===== config.mk =====
export PLATFORM = sky130hd
export DESIGN_NAME = encoder_8to3_serial
export DESIGN_NICKNAME = d
export VERILOG_FILES = /design/src/rtl/encoder_8to3_serial.sv
export SDC_FILE = /design/constraint.sdc
export NUM_CORES = 1
export LEC_CHECK = 0
export CAP_MARGIN = 10
export CORE_ASPECT_RATIO = 0.9
export CORE_MARGIN = 1
export CORE_UTILIZATION = 42
export CTS_CLUSTER_DIAMETER = 120
export DETAILED_ROUTE_END_ITERATION = 10
export GPL_TIMING_DRIVEN = 0
export PLACE_DENSITY = 0.72
export SYNTH_ARGS = -nofsm -noshare
export SYNTH_HDL_FRONTEND = slang
export SYNTH_SLANG_ARGS = --single-unit

===== constraint.sdc =====
create_clock -name clk -period 1.7 [get_ports clk]
set_input_delay 0.17 -clock clk [delete_from_list [all_inputs] [get_ports clk]]
set_output_delay 0.17 -clock clk [all_outputs]
set_load 0.05 [all_outputs]

===== src/rtl/encoder_8to3_serial.sv =====
// rtl/encoder_8to3_serial.sv - sequential 8-to-3 encoder, one index per handshake beat
//
// Captures a multi-hot 8-bit vector and walks its set bits in priority order,
// emitting each bit's binary index on a valid/ready output stream.
//
// Parameters:
//   LSB_FIRST  1: lowest set index first, 0: highest set index first
// Ports:
//   clk        system clock, rising edge
//   rst        synchronous active-high reset
//   in_valid   in_vec valid this cycle
//   in_ready   block can accept a vector this cycle
//   in_vec     multi-hot vector to encode
//   out_valid  out_idx / out_seq / out_last valid
//   out_ready  consumer accepts the current beat
//   out_idx    binary index of the current set bit
//   out_seq    ordinal of this beat within the vector
//   out_last   current beat is the final set bit of the vector
//   zero_vec   one-cycle pulse after an all-zero vector is accepted
module encoder_8to3_serial #(
    parameter bit LSB_FIRST = 1'b1
) (
    input  logic       clk,
    input  logic       rst,
    input  logic       in_valid,
    output logic       in_ready,
    input  logic [7:0] in_vec,
    output logic       out_valid,
    input  logic       out_ready,
    output logic [2:0] out_idx,
    output logic [2:0] out_seq,
    output logic       out_last,
    output logic       zero_vec
);

    typedef enum logic {
        IDLE = 1'b0,
        EMIT = 1'b1
    } state_t;

    state_t     state;
    logic [7:0] pending;
    logic [2:0] seq_q;
    logic       zero_q;

    logic [2:0] prio_idx;
    logic       single_bit;
    logic       emit;

    // Priority encoder over the registered pending bits. The loop direction is
    // chosen so that the last match written is the winning bit.
    always_comb begin
        prio_idx = 3'd0;
        if (LSB_FIRST) begin
            for (int i = 7; i >= 0; i--) begin
                if (pending[i]) prio_idx = 3'(i);
            end
        end else begin
            for (int i = 0; i < 8; i++) begin
                if (pending[i]) prio_idx = 3'(i);
            end
        end
    end

    // Exactly one bit set: nonzero and clearing the lowest set bit leaves zero.
    assign single_bit = (pending != 8'h00) && ((pending & (pending - 8'd1)) == 8'h00);

    assign emit      = (state == EMIT);
    assign in_ready  = (state == IDLE) && !rst;
    assign out_valid = emit;
    assign out_idx   = emit ? prio_idx : 3'd0;
    assign out_seq   = emit ? seq_q : 3'd0;
    assign out_last  = emit && single_bit;
    assign zero_vec  = zero_q;

    always_ff @(posedge clk) begin
        if (rst) begin
            state   <= IDLE;
            pending <= 8'h00;
            seq_q   <= 3'd0;
            zero_q  <= 1'b0;
        end else begin
            zero_q <= 1'b0;
            case (state)
                IDLE: begin
                    if (in_valid) begin
                        if (in_vec != 8'h00) begin
                            pending <= in_vec;
                            seq_q   <= 3'd0;
                            state   <= EMIT;
                        end else begin
                            zero_q <= 1'b1;
                        end
                    end
                end
                EMIT: begin
                    if (out_ready) begin
                        pending <= pending & ~(8'd1 << prio_idx);
                        if (single_bit) begin
                            seq_q <= 3'd0;
                            state <= IDLE;
                        end else begin
                            seq_q <= seq_q + 3'd1;
                        end
                    end
                end
                default: state <= IDLE;
            endcase
        end
    end

endmodule


# --- Word level (Yosys, flattened, before mapping) ---
# Cells that the tools add are included.
# W data, S select, Z words.
totals:
  inputBits: 12
  register_bits: 13
  output_inout_bits: 10
  wordCells: 49
op_classes:
  eq_ne: 3
  n_reduce_logical: 9
  add_sub_neg: 2
  bitwise_logic: 5
  mux: 25
  shift: 1
ops:
  columns: ["cell", "n"]
  rows:
  - ["$mux W3", 14]
  - ["$mux W8", 3]
  - ["$and A8 B8 Y8", 2]
  - ["$pmux W8 S2", 1]
  - ["$reduce_bool A8 Y1", 2]
  - ["$logic_not A8 Y1", 1]
  - ["$not A8 Y8", 1]
  - ["$shl A1 B3 Y8 const A", 1]
  - ["$sub A8 B1 Y8 const B", 1]
  - ["$pmux W3 S2", 1]
  - ["$mux W1", 5]
  - ["$ne A2 B2 Y1 const B", 2]
  - ["$add A3 B1 Y3 const B", 1]
  - ["$logic_and A1 B1 Y1", 3]
  - ["$reduce_and A3 Y1", 1]
  - ["$reduce_or A3 Y1", 1]
  - ["$ne A2 B1 Y1 const B", 1]
  - ["$not A1 Y1", 2]
  - ["$pmux W1 S2", 1]
  - ["$logic_not A1 Y1", 1]

# --- Logic depth before layout (Yosys ltp) ---
# Gate-level depths: netlist of the first run.
depth:
  ltp_word: 13
  ltp_mapped: 6
  mapped_depth_nobuf: 5

# --- Worst setup path after synthesis of the first run ---
# OpenSTA, ideal clock, no wires.
synth_path:
  kind: "reg2out"
  start: "reg state (netlist: out_valid)"
  end: "out out_idx[0]"
  required_time_ps: 1530
  arrival_ps: 2152
  path_stages_with_launch: 3
  path_buffers: 1
  slack_ps: -622
  cell_sequence: "dfxtp_1 clkbuf_1 nor3b_1"
synth_via:
  elab_chain_len: 1
synth_lines:
  columns: ["element", "line_no", "source"]
  rows:
  - ["from (decl)", "41", "state_t state;"]
  - ["from (signal assigned)", "78", "state <= IDLE;"]
  - ["from (signal assigned)", "90", "state <= EMIT;"]
  - ["from (signal assigned)", "101", "state <= IDLE;"]
  - ["$mux W3", "71", "assign out_idx = emit ? prio_idx : 3'd0;"]
  - ["to (decl)", "30", "output logic [2:0] out_idx,"]
# No other way between the ends.

# --- Worst setup path after layout of the first run ---
layout_path:
  start: "reg pending[1]"
  end: "out out_last"
layout_via:
  elab_chain_len: 5
  word_cells_on_any_way: 6
  cone_classes: "add/sub: 1; bitwise: 1; reduce/logical: 4"
layout_lines:
  columns: ["element", "line_no", "source"]
  rows:
  - ["from (decl)", "42", "logic [7:0] pending;"]
  - ["from (signal assigned)", "88", "pending <= in_vec;"]
  - ["from (signal assigned)", "98", "pending <= pending & ~(8'd1 << prio_idx);"]
  - ["$sub A8 B1 Y8", "66", "assign single_bit = (pending != 8'h00) && ((pending & (pending - 8'd1)) == 8'h00);"]
  - ["$and A8 B8 Y8", "66", null]
  - ["$logic_not A8 Y1", "66", null]
  - ["$logic_and A1 B1 Y1 (*)", "66", null]
  - ["$logic_and A1 B1 Y1 (*)", "73", "assign out_last = emit && single_bit;"]
  - ["to (decl)", "32", "output logic out_last,"]
# Mark *: on every way between the ends. The rest lies on a longest branch, timed or not.

==> impl_metrics.ini, run 1 <==
[logic_synthesis]
ys_warn_count = 0
syn_avg_cell_area_sq_um = 7.70
seq_area_frac_synth_pct = 32.5
ys_ff_latch = 13
synthCells = 104
synthesis.area_sq_um = 801
synth_nets = 117
synth_cell_types = 34

[final_layout]
fin_util_pct = 69.9
layout.nets = 148
final_cell_mix = nand2_1 (12), a21oi_1 (10), clkdlybuf4s50_1 (10), o21ai_0 (8)
stdcell_count = 158
fill_cells = 142
layout_commonest_cell = nand2_1
area_growth_syn_to_layout_pct = 51.4
drive_gt1_share_pct = 40.3
antenna_cells = 0
design_area_sq_um = 1210

[route]
first_iter_violations = 15
drt-total-wl_mm = 2.24
wire_per_inst_microns = 14.2
avgViaCountPerCell = 5.66
drc = 0
final_antenna_net_count = 0
vias = 895
dr.pass1.iters = 4

[hold_path]
min_to = pending[0]
hp-start = in_vec[0]
hold_class = input pin to flip-flop
hold_depth = 3

[critical_path]
crit_type = flip-flop to primary output
cp_max_fo = 5
end_kind = primary output
crit_required_ns = 1.53
r2r_setup_slack_ns = -0.15
cp-start-kind = flip-flop
arrival_ns = 1.73
r2r_cells = 6
reg2reg_from = pending[1]
r2r_end = seq_q[0]

[floorplan]
core_sq_um = 1730
die_area_sq_um = 2090
die_w_microns = 48.0
io_pins = 22
initial_core_util_pct = 46.2
rows = 14
die_y_microns = 43.4

[global_routing]
grt_max_degree = 11
track_usage_pct = 25.0
overflow = 0
grt_pass1_vias = 805
grt_pass1_wl_mm = 3.68
antenna_found_initial = 0

[timing]
worstMarginPinSlew_ns = 0.494
rsz0062_at_grt = yes
max_freq_mhz = 527
drv_slew = 0
final.min_clock_period_ns = 1.90
worst_slack_ns = -0.198
slew_headroom_pct = 66.2
tns_ns = -0.558
setup-violations-final = 5
whs_ns = 0.186
finalCritPeriodShare_pct = 112
finalClockSkew_ns = 0.00187
final_hold_viol_count = 0

[clock_network]
cts.sinks = 13
numCtsBuffers = 3
clkTransAtPathRegs_ns = 0.09
clk-insertion-delay-late_ns = 0.28
clockBufferDepth = 2
cts_hold_buf = 0
cts_tree = built
clockRootBuffer = clkbuf_4
h-tree-depth = 1

[place]
hpwlAfterDp_mm = 1.49
placed_cell_area_sq_um = 1050
io_buffers = 21
dp.cells = 149
gp_congestion = 0.834

[pwr]
powerDensity_nw_per_um2 = 738
p_leak_nw = 0.467
vdd_drop_max_mv = 0.580

[run]
maxCapViolations = 0

[run_status]
outcome = complete, but fails checks
failed_checks = setup timing
==> where the power goes <==
| part | leakage [nW] | internal [mW] | total, mW | switching, mW |
|---|---|---|---|---|
| Combinational | 0.342 | 0.163 | 0.339 | 0.176 |
| Sequential | 0.111 | 0.322 | 0.357 | 0.0343 |
| Clock | 0.0150 | 0.0910 | 0.199 | 0.108 |
| Total | 0.467 | 0.576 | 0.894 | 0.318 |
==> metrics by stage <==
stage          total power, mW  setup slack, ns
6_report                 0.894           -0.198
5_1_grt                  0.939           -0.252
4_1_cts                  0.863           -0.204
3_5_place_dp             0.623           -0.838
3_3_place_gp             0.618           -0.809
2_1_floorplan            0.533           -0.134
==> worst max-delay path, cell delays in order, from the launching register on <==
cell       delay (ns)
dfxtp_4          0.38
or4_4            0.54
o21ai_2          0.14
a2bb2oi_2        0.08
and2_4           0.17
buf_8            0.14
==> logic make-up after synthesis <==
group,synth area share (%)
xor gates and xnor gates,1.09
buffers and inverters,5.31
AOI/OAI and AO/OA,30.0
DFF,32.5
adders and majority gates,2.81
and+or+nand+nor,28.3
==> state kept, by name (all words and copies together), names as in the netlist <==
| signal | cells |
|---|---|
| seq_q | 3 |
| zero_vec | 1 |
| pending | 8 |
| out_valid | 1 |
==> routing by layer <==
metal	GRT usage, %	vias up	routed length, microns	part of all wire, %
met1	33.4	417	997	44
li1	-	446	-	-
met2	40.0	30	1120	50
met4	6.67	0	19	0.85
met5	0	-	0	0
met3	5.42	2	110	4.9
==> cell type report <==
| class | instances | area [sq um] | share of cell area, % |
|---|---|---|---|
| repair buffers | 29 | 274 | 22.6 |
| flip-flops and latches | 13 | 279 | 23.0 |
| clock buffers | 4 | 26.3 | 2.17 |
| well taps | 24 | 30.0 | 2.48 |
| inverters | 3 | 11.3 | 0.929 |
| plain buffers | 3 | 13.8 | 1.14 |
| multi-input cells | 82 | 578 | 47.7 |
==> Yosys cell counts (all sizes together) <==
library cell  number  area, sq um
a2111o             1         11.3
or3                1         6.26
o2111ai            1         8.76
o21ai             11         62.6
a2111oi            1         8.76
nor2               5         18.8
or3b               1         8.76
a211o              1         10.0
nor3b              1         7.51
o31a               1         10.0
inv                3         11.3
ha                 1         12.5
a211oi             2         15.0
nand2             12         45.0
nor2b              3         18.8
or4                3         26.3
buf                2         16.3
o311ai             1         8.76
a21bo              1         10.0
nor3               3         15.0
nand3              3         15.0
a21oi             16         80.1
a2bb2oi            1         15.0
xor2               1         8.76
nor4               1         6.26
and2               6         40.0
nand2b             3         18.8
dfxtp             13          260
clkbuf             4         15.0
maj3               1         10.0
==> worst max-delay path by stage <==
stage | cells after the start | start | end
finish | 5 | pending[1] | out_last
global placement | 6 | pending[2] | out_last
CTS | 5 | pending[2] | out_last
detailed placement | 6 | pending[2] | out_last
floorplan | 2 | out_valid | out_idx[0]
global route | 5 | pending[1] | out_last
==> what timing repair did <==
action / in CTS / in global routing
pin swaps: 12 / 12
buffers inserted: 5 / 3
setup endpoints to repair: 17 / 17
resized for setup: 50 / 26
No activity file was read; power rests on OpenSTA's default activity.
==> run 2: changes to the inputs <==
- ABC_AREA: not set -> 0
- PLACE_DENSITY: 0.72 -> not set
- PLACE_DENSITY_LB_ADDON: not set -> 0.12
==> run 2 against run 1 <==
Compared with the run above:
- the flow still finishes with violations (setup timing)
- clock-buffer cell count unchanged
- die area unchanged
- maximum frequency decreased by 0.54%
- wire length increased by 1.1%
- first-iteration DRC count increased by 87%
- critical path depth unchanged
- sequential cell count unchanged
- largest power group unchanged
==> impl_metrics.ini, run 2 (same netlist as run 1, synthesis figures left out) <==
[route]
drc = 0
drt-total-wl_mm = 2.27
final_antenna_net_count = 0
avgViaCountPerCell = 5.87
first_iter_violations = 28
vias = 922
dr.pass1.iters = 5
wire_per_inst_microns = 14.4

[pwr]
total_power_mw = 0.895
p_seq_share_pct = 40.1
switchingPower_mw = 0.324
p_leak_nw = 0.434
combPwrFrac_pct = 37.5
p_int_mw = 0.570
clockPowerShare_pct = 22.4
powerDensity_nw_per_um2 = 734
sw_frac_of_total_pct = 36.2
vdd_drop_max_mv = 0.486

[final_layout]
design_area_sq_um = 1220
max_flop_register = pending
layout.nets = 147
antenna_cells = 0
stdcell_count = 157
final_cell_mix = nand2_1 (12), clkdlybuf4s50_1 (12), a21oi_1 (9), o21ai_0 (8)
top_regs = pending: 8 flops, seq_q: 3 flops
largest_reg_flops = 8
area_growth_syn_to_layout_pct = 52.2
drive_gt1_share_pct = 39.8

[timing]
slew_headroom_pct = 66.3
finalClockSkew_ns = 0.00109
max_freq_mhz = 524
rsz0062_at_grt = yes
finalCritPeriodShare_pct = 112
worst_slack_ns = -0.209
whs_ns = 0.461
drv_slew = 0
final.min_clock_period_ns = 1.91
setup-violations-final = 4
final_hold_viol_count = 0
worstMarginPinSlew_ns = 0.502

[place]
placed_cell_area_sq_um = 1050
place_ws_ns = -0.830
gp_congestion = 0.819
io_buffers = 21
dp.cells = 149
hpwlAfterDp_mm = 1.46

[critical_path]
critPathTopFamily = simple AND/OR/NAND/NOR gates
cp_max_fo = 6
r2r_end = seq_q[0]
path_cells = or4_4, o21ai_4, a2bb2oi_2, and2_4, buf_8
crit_required_ns = 1.53
cp-start-kind = flip-flop
arrival_ns = 1.74
critPathBufInv = 1
r2r_setup_slack_ns = -0.16
reg2reg_from = pending[3]
slowest_stage = or4_4
cpPeakStageDelay_ns = 0.56
end_kind = primary output
crit_type = flip-flop to primary output
r2r_cells = 6

[floorplan]
core_sq_um = 1730
io_pins = 22
rows = 14
initial_core_util_pct = 46.2
die_w_microns = 48.0
die_y_microns = 43.4
die_area_sq_um = 2090

[clock_network]
clockBufferDepth = 2
cts.sinks = 13
h-tree-depth = 1
clockRootBuffer = clkbuf_4
cts_tree = built
numCtsBuffers = 3
clk-insertion-delay-late_ns = 0.28
clkTransAtPathRegs_ns = 0.08
cts_hold_buf = 0

[run]
maxCapViolations = 0

[global_routing]
grt_max_degree = 11
antenna_found_initial = 0
grt_pass1_vias = 797
grt_pass1_wl_mm = 3.49
overflow = 0
track_usage_pct = 23.2

[hold_path]
hp-start = in_vec[2]
hold_class = input pin to flip-flop
min_to = pending[2]
hold_depth = 3

[run_status]
outcome = complete, but fails checks
failed_checks = setup timing
[run 2: changes by cell type in the layout (fill, tap and decap cells not counted), sizes merged]
cell / change
clkbuf: -1
clkdlybuf4s50: +2
buf: -1
clkdlybuf4s15: +1
dlymetal6s2s: -3
dlygate4sd2: +1
[run 2: power by group through the flow]
stage | Clock, mW | Combinational [mW] | Sequential (mW)
floorplan | 0 | 0.182 | 0.351
global placement | 0 | 0.270 | 0.347
detailed placement | 0 | 0.275 | 0.348
CTS | 0.198 | 0.298 | 0.354
global route | 0.212 | 0.358 | 0.361
finish | 0.201 | 0.335 | 0.359
[run 2: per-stage QoR]
step           utilization [%]  TNS [ns]
3_3_place_gp              60.8     -6.40
5_1_grt                   70.3    -0.865
6_report                  70.3    -0.554
3_5_place_dp              60.8     -6.51
4_1_cts                   66.0    -0.546
2_1_floorplan                -    -0.134
[run 2: cell type report]
| cell class | instances | area [sq um] |
|---|---|---|
| fillers | 136 | 515 |
| repair buffers | 28 | 263 |
| clock buffers | 4 | 26.3 |
| well taps | 24 | 30.0 |
| flip-flops and latches | 13 | 278 |
| plain buffers | 3 | 13.8 |
| inverters | 3 | 11.3 |
| multi-input cells | 82 | 597 |
[run 2: repair_timing]
item | 4_1_cts | 5_1_grt
pin swaps | 10 | 9
gates cloned | 0 | 0
setup buffers | 5 | 2
setup endpoints to repair | 17 | 17
gates resized for setup | 55 | 22
[run 2: metal layers]
| metal | global-route usage (%) | share of wire [%] | vias to the layer above |
|---|---|---|---|
| li1 | - | - | 439 |
| met5 | 0 | 0 | - |
| met1 | 32.2 | 47 | 441 |
| met2 | 36.8 | 48 | 32 |
| met3 | 5.00 | 3.4 | 10 |
| met4 | 5.00 | 1.5 | 0 |
[run 2: worst max-delay path by stage]
stage / depth (start not counted) / endpoint / slack, ns / startpoint
3_3_place_gp: 6 / out_last / -0.81 / pending[2]
3_5_place_dp: 6 / out_last / -0.83 / pending[2]
4_1_cts: 5 / out_last / -0.21 / pending[3]
2_1_floorplan: 2 / out_idx[0] / -0.13 / out_valid
5_1_grt: 6 / out_last / -0.26 / pending[3]
6_report: 5 / out_last / -0.21 / pending[3]
[run 2: worst reg2reg max path: stages (launching register included)]
cell and delay [ns]:
dfxtp_4 0.37, or4_4 0.56, o21ai_4 0.15, a2bb2oi_2 0.07
buf_4 0.16, or3_1 0.37, a21oi_2 0.12
